## src/rtl/ws2812_rx.sv

```systemverilog
// WS2812 one-wire stream decoder / repeater.
// Classifies each bit by the width of its high pulse and assembles the first
// 24 bits of a frame (MSB first) into a parallel word. All later bits of the
// same frame are forwarded on dout, as a pixel in a daisy chain would do.
module ws2812_rx #(
    parameter int unsigned F_CLK  = 48_000_000, // clock frequency in Hz; counts below assume 48 MHz
    parameter int unsigned N_THR  = 25,         // high >= N_THR cycles decodes as 1
    parameter int unsigned N_HMIN = 4,          // shortest legal high pulse
    parameter int unsigned N_HMAX = 60,         // longest legal high pulse
    parameter int unsigned N_RES  = 2400        // low time that marks the latch gap
) (
    input  logic        clk,
    input  logic        rst,
    input  logic        din,
    output logic [23:0] data,
    output logic        valid,
    output logic        frame_err,
    output logic        dout,
    output logic        bsy
);

    localparam int unsigned CW = $clog2(N_RES + 1);

    // cnt_reg is cleared in the cycle an edge of din_s is seen, so when an
    // edge arrives it holds (level width - 1). While the level persists, the
    // level has lasted cnt_reg + 2 cycles including the current one.
    localparam logic [CW-1:0] THR_M1  = CW'(N_THR - 1);
    localparam logic [CW-1:0] HMIN_M1 = CW'(N_HMIN - 1);
    localparam logic [CW-1:0] HMAX_M1 = CW'(N_HMAX - 1);
    localparam logic [CW-1:0] RES_M2  = CW'(N_RES - 2);
    localparam logic [CW-1:0] CNT_SAT = {CW{1'b1}};

    // Reject parameter sets whose timing windows do not nest.
    generate
        if (F_CLK == 0 || N_HMIN < 1 || N_HMIN > N_THR || N_THR > N_HMAX || N_RES < 2) begin : g_bad_params
            $error("ws2812_rx: inconsistent timing parameters");
        end
    endgenerate

    typedef enum logic [1:0] {
        ST_SYNC,
        ST_IDLE,
        ST_HIGH,
        ST_LOW
    } state_t;

    state_t        state_reg;
    logic [1:0]    sync_reg;
    logic          prev_reg;
    logic [CW-1:0] cnt_reg;
    logic [4:0]    bit_cnt_reg;
    logic [22:0]   shift_reg;
    logic          pass_reg;
    logic [23:0]   data_reg;
    logic          valid_reg;
    logic          frame_err_reg;
    logic          dout_reg;

    logic          din_s;
    logic          rise_w;
    logic          fall_w;
    logic          edge_w;
    logic          bit_val;
    logic [23:0]   shift_next;

    assign din_s      = sync_reg[1];
    assign rise_w     = din_s & ~prev_reg;
    assign fall_w     = ~din_s & prev_reg;
    assign edge_w     = din_s ^ prev_reg;
    assign bit_val    = (cnt_reg >= THR_M1);
    assign shift_next = {shift_reg, bit_val};

    // Two-flop synchronizer for the asynchronous line plus edge-detect history.
    always_ff @(posedge clk or negedge rst) begin
        if (!rst) begin
            sync_reg <= 2'b00;
            prev_reg <= 1'b0;
        end else begin
            sync_reg <= {sync_reg[0], din};
            prev_reg <= din_s;
        end
    end

    // Level-width counter: cleared on every edge, saturates instead of wrapping.
    always_ff @(posedge clk or negedge rst) begin
        if (!rst) begin
            cnt_reg <= '0;
        end else if (edge_w) begin
            cnt_reg <= '0;
        end else if (cnt_reg != CNT_SAT) begin
            cnt_reg <= cnt_reg + 1'b1;
        end
    end

    // Frame state machine: bit classification, capture, gap and error handling.
    always_ff @(posedge clk or negedge rst) begin
        if (!rst) begin
            state_reg     <= ST_SYNC;
            bit_cnt_reg   <= 5'd0;
            shift_reg     <= '0;
            pass_reg      <= 1'b0;
            data_reg      <= '0;
            valid_reg     <= 1'b0;
            frame_err_reg <= 1'b0;
        end else begin
            valid_reg     <= 1'b0;
            frame_err_reg <= 1'b0;
            case (state_reg)
                ST_SYNC: begin
                    // Nothing is trusted until a full low gap has been seen.
                    bit_cnt_reg <= 5'd0;
                    pass_reg    <= 1'b0;
                    if (!din_s && !edge_w && (cnt_reg >= RES_M2)) begin
                        state_reg <= ST_IDLE;
                    end
                end
                ST_IDLE: begin
                    if (rise_w) begin
                        state_reg <= ST_HIGH;
                    end
                end
                ST_HIGH: begin
                    if (fall_w) begin
                        if (cnt_reg < HMIN_M1) begin
                            frame_err_reg <= 1'b1;
                            bit_cnt_reg   <= 5'd0;
                            pass_reg      <= 1'b0;
                            state_reg     <= ST_SYNC;
                        end else begin
                            if (!pass_reg) begin
                                shift_reg   <= shift_next[22:0];
                                bit_cnt_reg <= bit_cnt_reg + 1'b1;
                                // The 24th bit completes the word; forwarding starts
                                // now, while the line is low.
                                if (bit_cnt_reg == 5'd23) begin
                                    data_reg  <= shift_next;
                                    valid_reg <= 1'b1;
                                    pass_reg  <= 1'b1;
                                end
                            end
                            state_reg <= ST_LOW;
                        end
                    end else if (cnt_reg >= HMAX_M1) begin
                        // Still high after N_HMAX cycles: pulse is too long.
                        frame_err_reg <= 1'b1;
                        bit_cnt_reg   <= 5'd0;
                        pass_reg      <= 1'b0;
                        state_reg     <= ST_SYNC;
                    end
                end
                ST_LOW: begin
                    if (rise_w) begin
                        state_reg <= ST_HIGH;
                    end else if (cnt_reg >= RES_M2) begin
                        // Latch gap: a partially received word is an error.
                        if ((bit_cnt_reg != 5'd0) && (bit_cnt_reg < 5'd24)) begin
                            frame_err_reg <= 1'b1;
                        end
                        bit_cnt_reg <= 5'd0;
                        pass_reg    <= 1'b0;
                        state_reg   <= ST_IDLE;
                    end
                end
                default: begin
                    state_reg <= ST_SYNC;
                end
            endcase
        end
    end

    // Repeater output: synchronized line gated by the pass flag.
    always_ff @(posedge clk or negedge rst) begin
        if (!rst) begin
            dout_reg <= 1'b0;
        end else begin
            dout_reg <= din_s & pass_reg;
        end
    end

    assign data      = data_reg;
    assign valid     = valid_reg;
    assign frame_err = frame_err_reg;
    assign dout      = dout_reg;
    assign bsy       = (state_reg == ST_HIGH) || (state_reg == ST_LOW);

endmodule

```

## config.mk

```make
export PLATFORM = sky130hd
export DESIGN_NAME = ws2812_rx
export DESIGN_NICKNAME = d
export VERILOG_FILES = /design/src/rtl/ws2812_rx.sv
export SDC_FILE = /design/constraint.sdc
export NUM_CORES = 1
export LEC_CHECK = 0
export CORE_MARGIN = 2
export CORE_UTILIZATION = 26
export DETAILED_ROUTE_END_ITERATION = 10
export GPL_ROUTABILITY_DRIVEN = 0
export GPL_TIMING_DRIVEN = 0
export HOLD_SLACK_MARGIN = 0.06
export PLACE_DENSITY = 0.54
export SYNTH_ARGS = -nofsm -noshare
export SYNTH_HDL_FRONTEND = slang
export SYNTH_SLANG_ARGS = --single-unit
```

## constraint.sdc

```tcl
create_clock -name clk -period 3.49 [get_ports clk]
set_clock_uncertainty 0.15 [all_clocks]
set_input_delay 0.698 -clock clk [delete_from_list [all_inputs] [get_ports clk]]
set_output_delay 0.698 -clock clk [all_outputs]
set_load 0.1 [all_outputs]
```

# After elaboration in Yosys (flattened, before gate mapping)
# Cells that the tools add are included.
dict set report totals {
  regBits 73
}
dict set report op_classes {
  addsub 2
  n_mux 36
  n_eq_ne 12
  n_reduce_logical 15
  order_cmp 5
  bitwise 8
}
# cell n
set op_table {}
lappend op_table {{$mux W5} 6}
lappend op_table {{$mux W12} 2}
lappend op_table {{$mux W1} 17}
lappend op_table {{$pmux W5 S3} 1}
lappend op_table {{$mux W2} 7}
lappend op_table {{$add A12 B1 Y12 const B} 1}
lappend op_table {{$ge A12 B12 Y1 const B} 1}
lappend op_table {{$ge A12 B5 Y1 const B} 1}
lappend op_table {{$ge A12 B6 Y1 const B} 1}
lappend op_table {{$lt A12 B2 Y1 const B} 1}
lappend op_table {{$ne A12 B12 Y1 const B} 1}
lappend op_table {{$reduce_and A4 Y1} 3}
lappend op_table {{$reduce_and A5 Y1} 2}
lappend op_table {{$ne A2 B2 Y1 const B} 4}
lappend op_table {{$pmux W2 S4} 1}
lappend op_table {{$ne A3 B3 Y1 const B} 2}
lappend op_table {{$add A5 B1 Y5 const B} 1}
lappend op_table {{$eq A5 B5 Y1 const B} 1}
lappend op_table {{$lt A5 B5 Y1 const B} 1}
lappend op_table {{$reduce_bool A5 Y1} 1}
lappend op_table {{$eq A2 B2 Y1 const B} 2}
lappend op_table {{$ne A4 B4 Y1 const B} 1}
lappend op_table {{$not A1 Y1} 4}
lappend op_table {{$and A1 B1 Y1} 3}
lappend op_table {{other kinds (10)} 13}

# Longest topological paths before layout
dict set report depth {
  ltp_word 6
  mapped_depth 6
}

# Worst setup path after synthesis
# OpenSTA, ideal clock, no wires.
dict set report synth_path {
  path_type {register to register}
  startpoint {register cnt_reg[1]}
  endpoint {register shift_reg[1]}
  path_buffers 1
  stages_incl_launch_ff 6
  slack_ps 1060
  synth_period_minus_slack_ps 2430
  setup_ps 125
  arrival_ps 2155
  cell_sequence {dfrtp_1 ha_1 or4_1 o311ai_4 buf_2 mux2_2}
}
dict set report synth_between {
  elab_chain_len 3
}
# item line
set synth_rtl {}
lappend synth_rtl {{start, declared} 50} ;# logic [CW-1:0] cnt_reg;
lappend synth_rtl {{start signal, assigned} 91} ;# cnt_reg <= cnt_reg + 1'b1;
lappend synth_rtl {{$lt A12 B2 Y1} 124} ;# if (cnt_reg < HMIN_M1) begin
lappend synth_rtl {{$not A1 Y1 (no source line)} n/a}
lappend synth_rtl {{$reduce_and A4 Y1 (no source line)} n/a}
lappend synth_rtl {{end signal, assigned} 131} ;# shift_reg <= shift_next[22:0];
lappend synth_rtl {{end, declared} 52} ;# logic [22:0] shift_reg;
# Every way passes these cells.
# A chain may end at the register's enable or synchronous reset.

# Final worst setup path
dict set report layout_path {
  startpoint {register state_reg[1]}
  endpoint {output bsy}
}
dict set report layout_between {
  elab_chain_len 2
}
# item line
set layout_rtl {}
lappend layout_rtl {{start, declared} 47} ;# state_t state_reg;
lappend layout_rtl {{start signal, assigned} 98} ;# state_reg <= ST_SYNC;
lappend layout_rtl {{start signal, assigned} 114} ;# state_reg <= ST_IDLE;
lappend layout_rtl {{start signal, assigned} 119} ;# state_reg <= ST_HIGH;
lappend layout_rtl {{$eq A2 B2 Y1} 184} ;# assign bsy = (state_reg == ST_HIGH) || (state_reg == ST_LOW);
lappend layout_rtl {{$logic_or A1 B1 Y1 *} 184}
lappend layout_rtl {{end, declared} 19} ;# output logic bsy
# Every way passes the cells marked *; elsewhere a longest branch is shown, timed or not.

==> results_dict.tcl <==
set metrics [dict create \
    maxCapViolations 0 \
    antenna_cells 0 \
    drtIter0Drc 162 \
    min_path_type "input port to asynchronous set/reset pin" \
    period_minus_slack_ns 3.03 \
    syn_inst 258 \
    synth_fp_nets 268 \
    fin_nets 310 \
    peakVddDrop_v 0.000309 \
    first_pass_iters 4 \
    die_x_um 117 \
    postRouteAntennaNets 0 \
    cts_root_buf "clkbuf_16" \
    clkTransAtPathRegs_ns 0.06 \
    dieArea_mm2 0.0137 \
    cpPeakStageDelay_ns 1.12 \
    layout-drive-gt1-share_pct 23.9 \
    period_share_pct 87.0 \
    post-route-cell-area_mm2 0.00421 \
    vias_per_cell 4.47 \
    crit_arrival_ns 2.19 \
    largest_reg_flops 24 \
    grt_max_degree 55 \
    core_region_area_mm2 0.0125 \
    power_density_mw_per_mm2 471 \
    synth_warnings 0 \
    path_buf_inv 3 \
    synth_edf_count 0 \
    htree_levels 3 \
    dp_hpwl_mm 4.13 \
    grt.overflow.total 0 \
    drv_slew 0 \
    ys_ff_latch 73 \
    reg2reg_to "shift_reg[3]" \
    placed_cells 461 \
    yosysTopAreaCellShare_pct 55.0 \
    fin_util_pct 33.6 \
    regToRegSetupSlack_ns 0.79 \
    tightestPinTransition_ns 1.02 \
    setup_slack_ns 0.455 \
    synth.top_cells.by_count "dfrtp_1, mux2_2, mux2_4" \
    netlist_area_mm2 0.00332 \
    cts_buffers 9 \
    end_kind "primary output" \
    crit_path_cell_trace "clkbuf_1, clkbuf_1, clkdlybuf4s50_1" \
    place_ws_ns 0.747 \
    rr_worst_depth 5 \
    grt_first_pass_wirelength_mm 9.99 \
    ctsResizeCount 0 \
    synth_top_cell_by_area "dfrtp_1" \
    synthTopCellsByArea "dfrtp_1, mux2_2, mux2_4" \
    synth.most_common_cell "dfrtp_1" \
    grt_setup_unrepaired "false" \
    pin_count 31 \
    cp.required_ns 2.64 \
    leakage_nw 1.81 \
    initial_core_util_pct 26.5 \
    outcome "complete, no violations" \
    critPathTopFamily "buffers and inverters" \
    yosysSeqAreaShare_pct 55.0 \
    synthFlopType "dfrtp_1" \
    finalSetupTns_ns 0 \
    placement.cell_area_mm2 0.00386 \
    antenna_found_initial 0 \
    post_cts_buffers 0 \
    cts.path.max_buffers 2 \
    vias 2130 \
    cp_common_cell "clkbuf_1" \
    die_h_um 117 \
    crit_fanout 10 \
    drc 0 \
    syn_to_final_growth_pct 26.9 \
    ctsHoldBuffers 0 \
    cp-endpoint "bsy" \
    fmax_ghz 0.330 \
    slew_headroom_pct 31.1 \
    worstSetupPathType "flip-flop to primary output" \
    cts_sinks 73 \
    layout.cells.non_filler 477 \
    grt_pass1_vias 2131 \
    io_buffer_count 30 \
    grt_util_all_layers_pct 9.24 \
    worst-path-stages 3 \
    cp-startpoint "state_reg[1]" \
    synth.distinct_cells 49 \
    async_flop_share_pct 100 \
    crit_slowest_cell "clkdlybuf4s50_1" \
    start_kind "flip-flop" \
    avgSynthCellArea_um2 12.9 \
    hold_viol_final 0 \
    clk_latency_ns 0.33 \
    routed_wl_mm 5.79 \
    cts_tree "done" \
    timing.rr.start "cnt_reg[1]" \
    setup_violations 0 \
    wl_per_cell_um 12.1 \
    rows 41 \
]
-- routing by layer --
layer	GRT usage, %	up-vias	wire, um
li1	-	1038	-
met3	2.57	8	192
met1	11.7	1051	2770
met2	15.0	33	2750
met5	0	-	0
met4	3.76	0	79
-- cells in the final DEF, fill, tap and decap left out, types with 8 or more instances in the layout --
master / instances
or3_1: 8
clkbuf_16: 9
a21oi_1: 11
o21ai_0: 8
nand2_1: 15
mux2_4: 18
inv_1: 13
dfrtp_1: 73
mux2_2: 27
clkdlybuf4s50_1: 29
-- final cells by class --
class                           count  area [um^2]
Inverter                           13         48.8
Fill cell                        1274         8310
Clock inverter                      7          126
Clock buffer                        9          225
Multi-Input combinational cell    161         1380
Buffer                             11         61.3
Sequential cell                    73         1830
Timing Repair Buffer               31          325
Tap cell                          172          215
-- per-stage QoR --
step | hold slack (ns) | total power (W)
detailed placement | 0.186 | 0.000932
CTS | 0.101 | 0.00201
global placement | 0.184 | 0.000927
finish | 0.0982 | 0.00198
floorplan | 0.181 | 0.000901
global route | 0.116 | 0.00206
-- power by group --
part	switching [W]	internal (W)	leakage [nW]
combinational	0.0000353	0.0000166	0.636
clock	0.000363	0.000706	0.168
sequential	0.00000781	0.000854	1.01
total	0.000406	0.00158	1.81
-- worst min path at each step --
| stage | startpoint | end | slack [ns] | cells past startpoint |
|---|---|---|---|---|
| after floorplan | sync_reg[0] | sync_reg[1] | 0.18 | 0 |
| final | rst | data[23] | 0.1 | 1 |
| after detailed placement | sync_reg[0] | sync_reg[1] | 0.19 | 0 |
| after global routing | rst | bit_cnt_reg[1] | 0.12 | 1 |
| after CTS | rst | bit_cnt_reg[1] | 0.10 | 1 |
| after global placement | sync_reg[0] | sync_reg[1] | 0.18 | 0 |
-- cells by family after synthesis --
| group | share of synthesized area (%) |
|---|---|
| AOI/OAI and AO/OA | 9.27 |
| xor gates and xnor gates | 0.528 |
| adders and majority gates | 2.64 |
| buffers and inverters | 3.32 |
| DFF | 55.0 |
| muxes | 17.9 |
| and+or+nand+nor | 11.3 |
(Power assumes the default switching activity.)
==> variant (config.mk and constraints unchanged) <==
Change the parameter `N_RES` from 2400 to 1200.
--- a/src/rtl/ws2812_rx.sv
+++ b/src/rtl/ws2812_rx.sv
@@ -9,3 +9,3 @@
     parameter int unsigned N_HMAX = 60,         // longest legal high pulse
-    parameter int unsigned N_RES  = 2400        // low time that marks the latch gap
+    parameter int unsigned N_RES  = 1200        // low time that marks the latch gap
 ) (
Function: same outputs for any inputs over 10 cycles, from zero or initial values and one cycle with rst low; that may be too few to reach the edited logic, so the function may still have changed.
==> variant against the original RTL <==
- wire length fell by 0.78%
- global-route usage up 0.43 points
- setup slack gained 0.11 ns
- synthesized area decreased by 1.6%
- total power down 12%
- design area down 3.3%
- sequential cell count decreased by 1
- highest routed layer unchanged
==> variant: results (changes against the original RTL) <==
- Cell Area, Placed: 3800 sq um (-1.5%)
- Synth Area in Adders: 0.0268 (+0.000435)
- Reg2Reg Depth: 7 (+2)
- Nets: 300 (-3.2%)
- GR Util All Layers: 0.0967 (+0.00429)
- Pre-CTS setup slack: 0.924 ns (+0.177 ns)
- Syn_nets: 258 (-3.7%)
- Outcome: finished, final reports clean
- Reg2Reg Setup Slack: 1.17 ns (+0.38 ns)
- Met1 Wirelength: 2700 microns (-2.3%)
- Via count: 2043 (-4.1%)
- CP peak stage delay: 1.14 ns (+0.02 ns)
- Synth unique cells: 45 (-8.2%)
- Seq/Total Area, Yosys: 0.552 (+0.00140)
- DP Cell Count: 447 (-3.0%)
- GR Util met3: 0.0445 (+0.0187)
- Multi-input logic area: 1360 sq um (-1.7%)
- Final WL: 5750 microns (-0.78%)
- Ranking of synthesized cells by area: dfrtp_1 (55%), mux2_2 (9.3%), mux2_4 (9.2%), ha_1 (2.7%), nor2_1 (1.4%)
- Metal2 WL: 2630 microns (-4.6%)
- Met1 usage: 0.117 (+0.000624)
- Fmax: 0.342 GHz (+3.8%)
- Crit-path max FO: 8 (-2)
- Post-DP HPWL: 4050 microns (-2.0%)
- Post-synthesis compound-gate area fraction: 0.0659 (-0.0268)
- Layout Cells excl Fill: 463 (-2.9%)
- Least-Margin Pin Slew: 0.989 ns (-0.0310 ns)
- Mean Syn Cell Area: 13.2 sq um (+2.3%)
- First-pass GRT wire length: 10000 microns (+0.20%)
- Mux share of post-synthesis cell area: 0.188 (+0.00908)
- Worst vdd ir: 200 uV (-35%)
- Leak pwr: 1.89 nW (+4.3%)
- Met2 GRT Util: 0.152 (+0.00175)
- Reg-to-Reg End: data[23]
-- variant: cell count changes in the layout (fill, tap and decap cells not counted), moves of 4 or more --
cell     before  now
or4_1         4    0
nor3_1        3    8
and3_1        0    4
a21oi_1      11    7
nand2_1      15   11
nor2_1        7   12
or3_1         8    3
-- variant: cell type report --
type                            instances  area share
Tap cell                              168      0.0516
Sequential cell                        72       0.442
Multi-Input combinational cell        156       0.334
Timing Repair Buffer                   31      0.0799
Clock buffer                           10      0.0562
Buffer                                  9      0.0157
Clock inverter                          6      0.0107
Inverter                               11      0.0101
-- variant: worst register-to-register path, delay by kind of cell, from the launching register on --
| family | cells | cell delay [ns] |
|---|---|---|
| and+or+nand+nor | 3 | 0.52 |
| DFF | 1 | 0.46 |
| AOI/OAI and AO/OA | 1 | 0.43 |
| buffers and inverters | 2 | 0.33 |
| muxes | 1 | 0.31 |
-- variant: power breakdown --
group          switching (mW)  internal, mW
clock network           0.350         0.483
logic                  0.0458        0.0233
registers             0.00866         0.842
total                   0.405          1.35
